[src/rtl/sliding_window_kxk.sv]
// Streaming KxK window generator: raster pixels in, strided KxK neighbourhoods out, valid/ready on both sides.
// Optional macro SW_COORD_EN adds win_row/win_col (top-left coordinate of the current window).
module sliding_window_kxk #(
  parameter int DATA_W = 8,
  parameter int K      = 3,
  parameter int IMG_W  = 130,
  parameter int IMG_H  = 130,
  parameter int STRIDE = 1
) (
  input  logic                     clk,
  input  logic                     rst,
  input  logic                     in_valid,
  output logic                     in_ready,
  input  logic [DATA_W-1:0]        pixel_in,
  output logic                     out_valid,
  input  logic                     out_ready,
  output logic [K*K*DATA_W-1:0]    win_out,
  output logic                     frame_done
`ifdef SW_COORD_EN
  ,
  output logic [$clog2(IMG_H)-1:0] win_row,
  output logic [$clog2(IMG_W)-1:0] win_col
`endif
);

  localparam int COL_W = $clog2(IMG_W);
  localparam int ROW_W = $clog2(IMG_H);
  localparam int PH_W  = (STRIDE > 1) ? $clog2(STRIDE) : 1;

  localparam logic [COL_W-1:0] COL_LAST  = COL_W'(IMG_W - 1);
  localparam logic [COL_W-1:0] COL_FIRST = COL_W'(K - 1);
  localparam logic [ROW_W-1:0] ROW_LAST  = ROW_W'(IMG_H - 1);
  localparam logic [ROW_W-1:0] ROW_FIRST = ROW_W'(K - 1);
  localparam logic [PH_W-1:0]  PH_LAST   = PH_W'(STRIDE - 1);

  logic                  accept;
  logic                  emit;
  logic                  col_wrap;
  logic                  row_wrap;

  logic [COL_W-1:0]      col_q, col_d;
  logic [ROW_W-1:0]      row_q, row_d;
  logic [PH_W-1:0]       col_ph_q, col_ph_d;
  logic [PH_W-1:0]       row_ph_q, row_ph_d;
  logic [COL_W-1:0]      rd_addr;

  logic                  out_valid_q, out_valid_d;
  logic                  frame_done_q, frame_done_d;
  logic [K*K*DATA_W-1:0] win_q;
  logic [K*K*DATA_W-1:0] win_d;

  // col_vec[0] is the oldest row of the incoming column, col_vec[K-1] the live pixel.
  logic [DATA_W-1:0]     col_vec [K];
  logic [DATA_W-1:0]     sh_q [K][K];
  logic [DATA_W-1:0]     sh_d [K][K];

  assign in_ready = !out_valid_q || out_ready;
  assign accept   = in_valid && in_ready;
  assign col_wrap = (col_q == COL_LAST);
  assign row_wrap = (row_q == ROW_LAST);

  // Stride phases count only once the axis has reached K-1, so phase 0 marks an emitting position.
  assign emit = accept && (row_q >= ROW_FIRST) && (col_q >= COL_FIRST) &&
                (row_ph_q == '0) && (col_ph_q == '0);

  always_comb begin
    col_d    = col_q;
    row_d    = row_q;
    col_ph_d = col_ph_q;
    row_ph_d = row_ph_q;
    if (accept) begin
      if (col_wrap) begin
        col_d    = '0;
        col_ph_d = '0;
        if (row_wrap) begin
          row_d    = '0;
          row_ph_d = '0;
        end else begin
          row_d = row_q + 1'b1;
          if (row_q >= ROW_FIRST) begin
            row_ph_d = (row_ph_q == PH_LAST) ? '0 : row_ph_q + 1'b1;
          end
        end
      end else begin
        col_d = col_q + 1'b1;
        if (col_q >= COL_FIRST) begin
          col_ph_d = (col_ph_q == PH_LAST) ? '0 : col_ph_q + 1'b1;
        end
      end
    end
  end

  always_comb begin
    out_valid_d  = out_valid_q;
    frame_done_d = accept && col_wrap && row_wrap;
    if (emit) begin
      out_valid_d = 1'b1;
    end else if (out_ready) begin
      out_valid_d = 1'b0;
    end
  end

  // Line buffers read one column ahead so the RAM read can be registered.
  assign rd_addr = rst ? '0 : col_d;

  assign col_vec[K-1] = pixel_in;

  genvar gi, gj;
  generate
    for (gi = 0; gi < K - 1; gi++) begin : g_line
      logic [DATA_W-1:0] mem_q [IMG_W];
      logic [DATA_W-1:0] rd_q;

      always_ff @(posedge clk) begin
        if (accept) begin
          mem_q[col_q] <= col_vec[gi+1];
        end
        rd_q <= mem_q[rd_addr];
      end

      assign col_vec[gi] = rd_q;
    end

    for (gi = 0; gi < K; gi++) begin : g_row
      for (gj = 0; gj < K; gj++) begin : g_col
        if (gj == K - 1) begin : g_new
          assign sh_d[gi][gj] = col_vec[gi];
        end else begin : g_shift
          assign sh_d[gi][gj] = sh_q[gi][gj+1];
        end
        assign win_d[(gi*K+gj)*DATA_W +: DATA_W] = sh_d[gi][gj];
      end
    end
  endgenerate

  always_ff @(posedge clk) begin
    if (accept) begin
      sh_q <= sh_d;
    end
  end

  always_ff @(posedge clk) begin
    if (rst) begin
      col_q        <= '0;
      row_q        <= '0;
      col_ph_q     <= '0;
      row_ph_q     <= '0;
      out_valid_q  <= 1'b0;
      frame_done_q <= 1'b0;
      win_q        <= '0;
    end else begin
      col_q        <= col_d;
      row_q        <= row_d;
      col_ph_q     <= col_ph_d;
      row_ph_q     <= row_ph_d;
      out_valid_q  <= out_valid_d;
      frame_done_q <= frame_done_d;
      if (emit) begin
        win_q <= win_d;
      end
    end
  end

  assign out_valid  = out_valid_q;
  assign frame_done = frame_done_q;
  assign win_out    = win_q;

`ifdef SW_COORD_EN
  logic [ROW_W-1:0] win_row_q;
  logic [COL_W-1:0] win_col_q;

  always_ff @(posedge clk) begin
    if (rst) begin
      win_row_q <= '0;
      win_col_q <= '0;
    end else if (emit) begin
      win_row_q <= row_q - ROW_FIRST;
      win_col_q <= col_q - COL_FIRST;
    end
  end

  assign win_row = win_row_q;
  assign win_col = win_col_q;
`endif

endmodule

[config.mk]
export PLATFORM = sky130hd
export DESIGN_NAME = sliding_window_kxk
export DESIGN_NICKNAME = d
export VERILOG_FILES = /design/src/rtl/sliding_window_kxk.sv
export SDC_FILE = /design/constraint.sdc
export NUM_CORES = 2
export LEC_CHECK = 0
export ABC_AREA = 1
export BUFFER_PORTS_ARGS = -buffer_cell sky130_fd_sc_hd__clkbuf_2
export CORE_ASPECT_RATIO = 2
export CORE_MARGIN = 2
export CORE_UTILIZATION = 45
export DETAILED_ROUTE_END_ITERATION = 7
export MAX_ROUTING_LAYER = met4
export PLACE_DENSITY = 0.68
export REMOVE_ABC_BUFFERS = 1
export SLEW_MARGIN = 20
export SYNTH_ARGS = -nofsm -noshare
export SYNTH_HDL_FRONTEND = slang
export SYNTH_SLANG_ARGS = --single-unit
export TNS_END_PERCENT = 50
[constraint.sdc]
create_clock -name clk -period 4.7 [get_ports clk]
set_input_delay 0.94 -clock clk [delete_from_list [all_inputs] [get_ports clk]]
set_output_delay 0.94 -clock clk [all_outputs]
set_load 0.01 [all_outputs]
==> results.tsv <==
metric	value	unit
setup-violations-final	0	
worstPathCellList	inv_1, ha_1, inv_1, nor2_1, nand3_4, nand3_4, buf_4, buf_4, nor2_1, nand2_1, nand3_1, nand3_1, nand3_1, nand3_1, nand3_1, nand3_1, nand2_1	
ctsHoldBuffers	0	
synthAdderAreaFrac	0.000919	
combPwrFrac	0.073	
cts_buffer_depth	4	
yosys.area_share.simple	0.209	
drc	0	
arrival	4750	ps
synth_top_area_share	0.670	
core	0.211	mm²
dp_cells	11704	
finClkSkew	57.1	ps
viasPerCell	5.42	
dr.pass1.iters	6	
port_buffers	86	
initial_core_util	0.451	
synthXorXnorAreaFrac	0.000368	
fin_total_pwr	0.0416	W
root_buffer	clkbuf_16	
p_per_area	391	mW/mm²
synthToLayoutAreaGrowth	11.7	%
swShare	0.237	
nets	9158	
yosys-top-cells-area	edfxtp_1 (67%), nand3_1 (8.6%), nand2_1 (7.9%)	
ant_nets	0	
crit_slowest_cell	buf_4	
hold_viol	0	
antenna_found_initial	4	
synth_edf_count	2128	
grt_max_degree	133	
fin_crit_sh	0.854	
syn_inst	9050	
routed_wl	264	mm
yosys_warnings	0	
hold_class	reg -> reg	
cts_resized	0	
synth_top_family_by_area	simple AND/OR/NAND/NOR gates	
ir_drop	0.000365	V
slew-limit-headroom	0.183	
place_hpwl	154	mm
ys_types	34	
r2r_start	col_q[1]	
dp_slack	433	ps
rsz0062_at_grt	no	
io_pins	87	
max_stage_delay	510	ps
wl_per_cell	21.9	µm
switchingPower	0.00984	W
fp.dieW	329	µm
p_int	0.0318	W
status	finished clean	
grt_pass1_vias	61967	
cts_tree	done	
power.leakage	43.3	nW
yosysMostFrequentCell	edfxtp_1	
seqPwrFrac	0.543	
cp-start-kind	flip-flop	
ys_top_cells_by_count	edfxtp_1 (2128), nand2_1 (2014), nand3_1 (1646)	
tightest_slew	1220	ps
reg2reg_depth	17	
pwr-share-clk	0.384	
min_from	sh_d[37]	
r2r_slack	690	ps
critPathMaxFanout	42	
overflow	0	
synth_area_leader_cell	edfxtp_1	
drive_gt1_frac	0.0786	
post_cts_buffers	0	
synth-seq-cells	2234	
path_common_cell	nand3_1	
synth_compound_area_frac	0.0141	
hold_depth	0	
r2r-end	g_line[1].rd_q[6]	
grt_usage	0.249	
cts.reportedPaths.clkPinSlew	70	ps
fin_ws	688	ps
cap_violations	0	
dieArea	0.216	mm²
vias	65459	
num_rows	239	
path_class	reg -> reg	
min_to	sh_d[45]	
fp.dieH	655	µm
maxSlewViolCount	0	
ys_seq_area_frac	0.693	
drtIter0Drc	7996	
syn_area_per_cell	10.5	µm²
synth.cell_area	0.0953	mm²
period_needed	4010	ps
htree_levels	4	
clock_latency	870	ps
gp_congestion	0.927	
endpoint_kind	flip-flop	
muxShareOfSynthArea	0	
fin_cells	12070	
cts_buffers	204	
async_flop_share	0	
yosys_most_used_dff	edfxtp_1	
max_freq	249	MHz
required	5440	ps
cts.sinks	2234	
grt_pass1_wl	394	mm
## worst max-delay path: cells and delay by family (launching register included)
kind	cells	cell delay, ps
buffers and inverters	4	1210
and+or+nand+nor	12	2010
adders and majority gates	1	280
DFF	1	370
## stage by stage
step	area, µm²	hold slack, ps	TNS (ps)	utilization
after floorplan	92900	403	-1819660	-
after global placement	100000	423	0	0.475
after detailed placement	100000	426	0	0.475
after CTS	106000	442	0	0.504
after global routing	106000	451	0	0.504
final	106000	442	0	0.504
## sequential cells by signal (all words and copies together), names as in the netlist
name / cells
frame_done: 1
row_q: 8
col_q: 8
g_line.mem_q: 2080
out_valid: 1
win_out: 72
g_line.rd_q: 16
sh_d: 48
## worst max path at each step
stage | cells after the start | from | to | slack, ps
after detailed placement | 16 | in_valid | g_line[1].rd_q[2] | 430
final | 17 | col_q[1] | g_line[1].rd_q[6] | 690
after CTS | 17 | col_q[1] | g_line[1].rd_q[6] | 770
after floorplan | 13 | in_valid | g_line[0].rd_q[5] | -21570
after global placement | 16 | out_ready | g_line[1].rd_q[2] | 430
after global routing | 17 | col_q[1] | g_line[1].rd_q[2] | 470
## power by group through the flow
stage          clock network, W  logic, W  registers [W]
6_report                 0.0160   0.00305         0.0226
2_1_floorplan                 0   0.00204         0.0230
3_5_place_dp                  0   0.00300         0.0230
3_3_place_gp                  0   0.00297         0.0230
4_1_cts                  0.0161   0.00302         0.0226
5_1_grt                  0.0169   0.00328         0.0226
## per-layer routing
layer / wire [µm] / GRT usage / share of wire / up-vias
met2: 125000 / 0.391 / 0.47 / 3321
met4: 15200 / 0.129 / 0.057 / 0
met1: 101000 / 0.317 / 0.38 / 31297
met3: 23200 / 0.0329 / 0.088 / 627
met5: 0 / - / 0 / -
li1: - / - / - / 30214
## layout make-up
type | count | area [µm²]
well taps | 2771 | 3470
fillers | 18268 | 105000
repair buffers | 418 | 3710
clock buffers | 253 | 5420
multi-input cells | 4804 | 21400
inverters | 1477 | 5570
flip-flops and latches | 2234 | 66100
clock inverters | 109 | 833
diodes | 4 | 10.0
## layout by cell type, fill, tap and decap left out, types with 7 or more instances in the layout
cell	Yosys	layout
buf_12	0	59
buf_4	23	273
buf_6	10	8
bufinv_16	0	11
clkbuf_1	233	38
clkbuf_16	0	206
clkbuf_2	0	78
clkbuf_8	0	9
clkinv_1	4	47
clkinv_2	0	41
dfxtp_1	106	98
dfxtp_4	0	8
edfxtp_1	2128	2128
ha_1	7	7
inv_1	1465	1463
inv_2	8	7
nand2_1	2014	2011
nand3_1	1646	1644
nand4_1	245	245
nor2_1	645	645
o211ai_1	81	81
o21ai_0	130	130
## kinds of logic after synthesis
| kind of cell | after synthesis |
|---|---|
| xor+xnor | 4 |
| buf+inv | 2012 |
| compound gates | 226 |
| simple gates | 4567 |
| flops | 2234 |
| fa+ha+maj | 7 |
Power figures use the tool's default switching activity.
